$ cat config.mk
export PLATFORM = sky130hd
export DESIGN_NAME = rom_arbiter
export DESIGN_NICKNAME = d
export VERILOG_FILES = /design/src/rtl/rom_arbiter.sv
export SDC_FILE = /design/constraint.sdc
export NUM_CORES = 1
export LEC_CHECK = 0
export CORE_ASPECT_RATIO = 0.6
export CORE_MARGIN = 1.5
export CORE_UTILIZATION = 30
export CTS_BUF_LIST = sky130_fd_sc_hd__clkbuf_8 sky130_fd_sc_hd__clkbuf_16
export CTS_CLUSTER_SIZE = 40
export DETAILED_ROUTE_END_ITERATION = 8
export PLACE_DENSITY_LB_ADDON = 0.05
export SYNTH_ARGS = -nofsm -noshare
export SYNTH_HDL_FRONTEND = slang
export SYNTH_SLANG_ARGS = --single-unit
$ cat constraint.sdc
create_clock -name clk -period 2 [get_ports clk]
set_clock_uncertainty 0.1 [all_clocks]
set_input_delay 0.6 -clock clk [delete_from_list [all_inputs] [get_ports clk]]
set_output_delay 0.6 -clock clk [all_outputs]
set_load 0.005 [all_outputs]
$ cat src/rtl/rom_arbiter.sv
`timescale 1ns/1ps
`default_nettype none
// ============================================================================
//  Module   : rom_arbiter
//  Purpose  : Two-port round-robin read arbiter in front of a synchronous ROM.
//             One read is in flight at a time. The address is registered,
//             the ROM registers its data, and the result goes back to the
//             granted port with a one-cycle ack pulse. An out-of-range
//             address skips the ROM and completes with zero data and err set.
//  Revision : 1.0 - initial release
// ============================================================================
module rom_arbiter #(
    parameter int WIDTH = 8,
    parameter int DEPTH = 9,
    parameter int RANGE = 512
) (
    input  logic             clk,
    input  logic             reset,
    input  logic             a_req,
    input  logic [DEPTH-1:0] a_addr,
    output logic             a_ack,
    output logic [WIDTH-1:0] a_data,
    output logic             a_err,
    input  logic             b_req,
    input  logic [DEPTH-1:0] b_addr,
    output logic             b_ack,
    output logic [WIDTH-1:0] b_data,
    output logic             b_err,
    output logic [DEPTH-1:0] rom_addr,
    input  logic [WIDTH-1:0] rom_dout,
    output logic             busy
);

    localparam logic [1:0] c_IDLE = 2'd0;
    localparam logic [1:0] c_ADDR = 2'd1;
    localparam logic [1:0] c_DATA = 2'd2;
    localparam logic [1:0] c_ACK  = 2'd3;

    // One extra bit so that RANGE == 2**DEPTH stays representable.
    localparam logic [DEPTH:0] c_RANGE = RANGE[DEPTH:0];

    logic [1:0]       r_state;
    logic             r_gnt_b;      // 1: port B owns the current read
    logic             r_last_b;     // 1: port B was granted most recently
    logic [DEPTH-1:0] r_rom_addr;
    logic             r_a_ack;
    logic [WIDTH-1:0] r_a_data;
    logic             r_a_err;
    logic             r_b_ack;
    logic [WIDTH-1:0] r_b_data;
    logic             r_b_err;

    logic             w_pick_b;
    logic             w_oor;

    // B wins when it is the only requester, or on a tie when A went last.
    assign w_pick_b = b_req && (!a_req || !r_last_b);
    assign w_oor    = ({1'b0, r_rom_addr} >= c_RANGE);

    // Arbitration, ROM sequencing and per-port result registers.
    always_ff @(posedge clk or posedge reset) begin
        if (reset) begin
            r_state    <= c_IDLE;
            r_gnt_b    <= 1'b0;
            r_last_b   <= 1'b1;
            r_rom_addr <= '0;
            r_a_ack    <= 1'b0;
            r_a_data   <= '0;
            r_a_err    <= 1'b0;
            r_b_ack    <= 1'b0;
            r_b_data   <= '0;
            r_b_err    <= 1'b0;
        end else begin
            r_a_ack <= 1'b0;
            r_b_ack <= 1'b0;
            case (r_state)
                c_IDLE: begin
                    if (a_req || b_req) begin
                        r_gnt_b    <= w_pick_b;
                        r_last_b   <= w_pick_b;
                        r_rom_addr <= w_pick_b ? b_addr : a_addr;
                        r_state    <= c_ADDR;
                    end
                end
                c_ADDR: begin
                    if (w_oor) begin
                        // No ROM access: complete now with zero data and err.
                        if (r_gnt_b) begin
                            r_b_data <= '0;
                            r_b_err  <= 1'b1;
                            r_b_ack  <= 1'b1;
                        end else begin
                            r_a_data <= '0;
                            r_a_err  <= 1'b1;
                            r_a_ack  <= 1'b1;
                        end
                        r_state <= c_ACK;
                    end else begin
                        r_state <= c_DATA;
                    end
                end
                c_DATA: begin
                    if (r_gnt_b) begin
                        r_b_data <= rom_dout;
                        r_b_err  <= 1'b0;
                        r_b_ack  <= 1'b1;
                    end else begin
                        r_a_data <= rom_dout;
                        r_a_err  <= 1'b0;
                        r_a_ack  <= 1'b1;
                    end
                    r_state <= c_ACK;
                end
                c_ACK: begin
                    r_state <= c_IDLE;
                end
                default: begin
                    r_state <= c_IDLE;
                end
            endcase
        end
    end

    assign a_ack    = r_a_ack;
    assign a_data   = r_a_data;
    assign a_err    = r_a_err;
    assign b_ack    = r_b_ack;
    assign b_data   = r_b_data;
    assign b_err    = r_b_err;
    assign rom_addr = r_rom_addr;
    assign busy     = (r_state != c_IDLE);

endmodule
`default_nettype wire

==> results.sh, run 1 <==
export IMPL_syn_area_per_cell_um2=12.17
export IMPL_final_common_cell="clkdlybuf4s50_1"
export IMPL_die_area_um2=5012
export IMPL_worstSkewPairLatency_ps=280
export IMPL_cts_tree="built"
export IMPL_finalSetupViolCount=0
export IMPL_hp_class="flop to flop"
export IMPL_port_buffers=57
export IMPL_cp_top_family="buffers and inverters"
export IMPL_r2r_end="a_data[1]"
export IMPL_grt_pass1_vias=1036
export IMPL_clock_fmax_ghz=0.5175
export IMPL_met2_usage_pct=17.10
export IMPL_most_common_layout_cells="clkdlybuf4s50_1 (56), dfrtp_1 (30), a21oi_1 (11)"
export IMPL_yosys_top_cells_area="dfrtp_1 (55%), mux2_1 (7.4%), mux2_2 (6.6%)"
export IMPL_worst_slack_ps=67.45
export IMPL_synth_cells=113
export IMPL_cp_num_cells=4
export IMPL_whs_endpoint="a_data[0]"
export IMPL_status="finished, final reports clean"
export IMPL_root_buffer="clkbuf_8"
export IMPL_via_count=1033
export IMPL_wl_per_cell_um=12.93
export IMPL_use_met3_pct=4.270
export IMPL_reg2reg_depth=4
export IMPL_place_area_um2=2013
export IMPL_irDropWorstVdd_mv=0.7163
export IMPL_dr_first_iter_drc_count=14
export IMPL_postRouteWirelength_um=3064
export IMPL_path_class="flop to output pin"
export IMPL_start_util_pct=32.30
export IMPL_hold_buffers=0
export IMPL_via_per_inst=4.359
export IMPL_core_rowCount=18
export IMPL_yosysTopAreaCellShare_pct=54.60
export IMPL_power_per_cell_area_nw_per_um2=1484
export IMPL_rr_startpoint="r_state[1]"
export IMPL_cts_buffers=5
export IMPL_period_share_pct=96.63
export IMPL_dp_slack_ps=-93.00
export IMPL_finalHoldViolCount=0
export IMPL_worstSetupEndpointType="output pin"
export IMPL_hpwl_um=2366
export IMPL_numClockSinks=31
export IMPL_slowest_delay_ps=380
export IMPL_nets=209
export IMPL_layout_drive_gt1_share_pct=21.47
export IMPL_ys_warn_count=0
export IMPL_maxCapViolCount=0
export IMPL_grt_pass1_wl_um=5209
export IMPL_drc=0
export IMPL_postRouteAntennaNets=0
export IMPL_top_usage_layer="met1"
export IMPL_antenna_found_initial=0
export IMPL_worst_hold_startpoint="a_data[0]"
export IMPL_insertedDiodeCount=0
export IMPL_fin_crit_ps=1933
export IMPL_path_cells="inv_2, ha_2, inv_1, dlygate4sd2_1"
export IMPL_io_pins=60
export IMPL_met1_usage_pct=20.21
export IMPL_n_fill_cell=373
export IMPL_gp_congestion=0.6638
export IMPL_cts_clk_slew_worst_paths_ps=60
export IMPL_startpoint_type="flop"
export IMPL_drv_slew=0
export IMPL_die_h_um=55.44
export IMPL_path_buf_inv=3
export IMPL_clock_path_buffers=2
export IMPL_p_leak_uw=0.0009140
export IMPL_syn_cell_area_um2=1375
export IMPL_yosysTopAreaCell="dfrtp_1"
export IMPL_tns_ps=0
export IMPL_grt_overflow=0
export IMPL_cp_required_ps=1300
export IMPL_whs_path_depth=1
export IMPL_syn2layout_area_growth_pct=55.60
export IMPL_ys_ff_latch=31
export IMPL_critPathSlowestCell="dfrtp_1"
export IMPL_die_w_um=90.40
export IMPL_synth_cell_types=24
export IMPL_arrival_ps=1230
export IMPL_r2r_slack_ps=330
export IMPL_track_usage_pct=13.64
export IMPL_htreeDepth=2
export IMPL_seq_area_frac_synth_pct=56.51
export IMPL_cp_max_fo=4
export IMPL_rsz0062_at_grt="no"
export IMPL_drtPass1Iterations=4
export IMPL_grt_max_degree=32
export IMPL_fp_coreArea_um2=4257
export IMPL_fin_area_um2=2140
-- routing by layer --
metal | vias to the layer above | part of all wire (%)
met3 | 8 | 4.6
met1 | 488 | 53
met2 | 34 | 41
met5 | - | 0
met4 | 0 | 1.8
li1 | 503 | -
-- power breakdown --
group          internal [µW]  total (µW)  switching (µW)
registers                957        1120             165
clock network            403         628             225
logic                    877        1420             547
-- synthesized netlist by cell type --
cell type	count
a21oi_1	11
buf_6	1
o21ai_2	1
nand2b_1	1
o21a_1	1
nor3b_2	1
nor2_1	9
dfrtp_1	30
mux2_2	8
buf_2	1
nor3_1	1
nand2_2	3
o21ai_1	1
dfstp_2	1
a21oi_2	9
ha_1	3
buf_4	4
mux2_1	9
a21bo_1	1
a31oi_1	1
nand2_1	8
inv_1	6
a21boi_4	1
conb_1	1
-- what timing repair did --
item,CTS,global route
gates resized for setup,1,2
pin swaps,0,0
setup endpoints to repair,1,1
cloned,0,0
buffers inserted,0,1
-- through the flow --
stage                     total power, µW  hold slack, ps  instances  util [%]
after floorplan                      1798           368.6        114         -
after global placement               2534           372.6        228     47.30
after detailed placement             2578           380.1        228     47.30
after CTS                            3209           394.7        236     50.03
after global routing                 3410           415.7        237     50.26
final                                3174           389.9        237     50.26
-- worst max-delay path by stage --
stage | startpoint | end | slack, ps
after global routing | r_state[1] | busy | 0.7
after floorplan | a_req | r_state[1] | 470
after global placement | a_req | rom_addr[7] | -40
after detailed placement | a_req | rom_addr[7] | -90
final | r_state[0] | busy | 70
after CTS | r_state[0] | busy | 20
-- cells by family after synthesis --
| kind of cell | Yosys count | share of synthesized area (%) |
|---|---|---|
| simple gates | 23 | 7.734 |
| compound gates | 26 | 13.83 |
| other cells | 1 | 0.2727 |
| buf+inv | 12 | 5.004 |
| mux | 17 | 13.92 |
| flops | 31 | 56.51 |
| fa+ha+maj | 3 | 2.730 |
-- final cells by class --
cell class / count / area, µm² / share of cell area (%)
Sequential cell: 31 / 777.0 / 36.32
Timing Repair Buffer: 61 / 611.8 / 28.60
Multi-Input combinational cell: 71 / 535.5 / 25.03
Clock buffer: 6 / 82.58 / 3.860
Tap cell: 60 / 75.07 / 3.509
Clock inverter: 2 / 35.03 / 1.637
Inverter: 6 / 22.52 / 1.053
-- worst reg2reg max path, stage by stage (launching register included) --
cell and delay, ps:
dfrtp_1 380, buf_4 130, ha_1 190, nand2b_1 360, mux2_1 380
-- registers in the layout, summed over array words and instances (netlist names) --
name	flops
r_gnt_b	1
b_ack	1
rom_addr	9
a_data	8
b_data	8
r_last_b	1
a_ack	1
r_state	2
No activity file was read; power rests on OpenSTA's default activity.
==> run 2: changes to the inputs <==
- GPL_TIMING_DRIVEN: default -> 1
==> results of run 2 <==
Same layout as run 1: the final DEF is identical, and so are final timing and power.
==> run 3: changes to the inputs <==
- CORE_MARGIN: 1.5 -> default
==> run 3 against run 2 <==
  * First-iteration DRC count is 21% higher
  * Via count is 2.0% lower
  * Utilization is 0.38 points lower
  * Critical endpoint unchanged
  * Highest routed layer unchanged
  * Maximum frequency is 0.31% higher
==> results.sh, run 3 (synthesis gave the netlist of run 1 again) <==
export IMPL_cp_required_ps=1300
export IMPL_grt_pass1_vias=996
export IMPL_worstSkewPairLatency_ps=270
export IMPL_postRouteWirelength_um=3188
export IMPL_die_area_um2=4867
export IMPL_wl_per_cell_um=13.39
export IMPL_power_per_cell_area_nw_per_um2=1421
export IMPL_die_h_um=54.44
export IMPL_drtPass1Iterations=3
export IMPL_clock_path_buffers=2
export IMPL_cts_tree="built"
export IMPL_dr_first_iter_drc_count=17
export IMPL_port_buffers=57
export IMPL_grt_max_degree=32
export IMPL_antenna_found_initial=0
export IMPL_drv_slew=0
export IMPL_met2_length_um=1348
export IMPL_drc=0
export IMPL_fp_coreArea_um2=4257
export IMPL_most_common_layout_cells="clkdlybuf4s50_1 (56), dfrtp_1 (30), a21oi_1 (11)"
export IMPL_p_leak_uw=0.0009121
export IMPL_place_inst=229
export IMPL_largest_reg_flops=9
export IMPL_hold_buffers=0
export IMPL_timing_hold_ws_ps=390.0
export IMPL_via_per_inst=4.252
export IMPL_highest_layer="met4"
export IMPL_wl_met3_um=157
export IMPL_status="finished, final reports clean"
export IMPL_numClockSinks=31
export IMPL_io_pins=60
export IMPL_track_usage_pct=14.23
export IMPL_nets=210
export IMPL_cts_clk_slew_worst_paths_ps=60
export IMPL_finalHoldViolCount=0
export IMPL_startpoint_type="flop"
export IMPL_irDropWorstVdd_mv=0.5036
export IMPL_htreeDepth=2
export IMPL_rsz0062_at_grt="no"
export IMPL_worstSetupEndpointType="output pin"
export IMPL_arrival_ps=1230
export IMPL_grt_pass1_wl_um=4905
export IMPL_core_rowCount=18
export IMPL_hp_class="flop to flop"
export IMPL_postRouteAntennaNets=0
export IMPL_via_count=1012
export IMPL_path_class="flop to output pin"
export IMPL_cts_buffers=5
export IMPL_r2r_slack_ps=330
export IMPL_die_w_um=89.40
export IMPL_finalNonFillerCells=238
export IMPL_syn2layout_area_growth_pct=54.41
export IMPL_insertedDiodeCount=0
export IMPL_maxCapViolCount=0
export IMPL_layout_drive_gt1_share_pct=21.35
export IMPL_gp_congestion=0.6891
export IMPL_hpwl_um=2418
export IMPL_grt_overflow=0
export IMPL_start_util_pct=32.30
export IMPL_fin_crit_ps=1927
export IMPL_cp_max_fo=4
export IMPL_final_common_cell="clkdlybuf4s50_1"
export IMPL_finalSetupViolCount=0
export IMPL_wirelength_met1_um=1671
export IMPL_clock_fmax_ghz=0.5190
export IMPL_root_buffer="clkbuf_8"
export IMPL_period_share_pct=96.33
-- run 3: where the power goes --
group / switching (µW) / leakage, µW / internal, µW
sequential: 167 / 0.000360 / 958
combinational: 551 / 0.000502 / 890
clock: 218 / 0.0000505 / 233
-- run 3: cell type report --
class | instances | area, µm²
Sequential cell | 31 | 777.0
Timing Repair Buffer | 62 | 631.9
Fill cell | 395 | 2133
Clock buffer | 5 | 68.82
Inverter | 6 | 22.52
Multi-Input combinational cell | 71 | 535.5
Tap cell | 60 | 75.07
Clock inverter | 3 | 12.51
-- run 3: routing by layer --
layer / track usage (%) / vias to the layer above
met5: 0 / -
met4: 3.968 / 0
met3: 4.525 / 2
met2: 21.12 / 28
met1: 20.00 / 473
li1: - / 509
-- run 3: final timing paths --
path                       startpoint        end  cells past startpoint
setup / recovery           r_state[0]       busy                      4
hold / removal              a_data[1]  a_data[1]                      1
setup reg to reg           r_state[1]  a_data[5]                      4
hold reg to reg             a_data[1]  a_data[1]                      1
max in group asynchronous       reset   r_last_b                      3
min in group asynchronous       reset  b_data[2]                      3
-- run 3: worst max-delay path: stages (launching register included) --
cell and delay [ps]:
dfrtp_1 380, inv_2 80, ha_2 180, inv_1 60
dlygate4sd2_1 260
-- run 3: metrics by stage --
step / setup TNS, ps / power [µW] / cell area, µm² / utilization (%) / setup slack [ps]
3_5_place_dp: -449.7 / 2592 / 2033 / 47.77 / -81.40
2_1_floorplan: 0 / 1798 / 1379 / - / 473.5
5_1_grt: 0 / 3266 / 2123 / 49.88 / 7.765
4_1_cts: 0 / 3055 / 2113 / 49.65 / 12.22
6_report: 0 / 3017 / 2123 / 49.88 / 73.33
3_3_place_gp: -137.5 / 2544 / 2033 / 47.77 / -20.69
-- run 3: what timing repair did --
item	CTS	global route
gates resized for setup	1	3
endpoints found under the setup margin	1	1
cloned	0	0
pin swaps	0	0
setup buffers	0	1
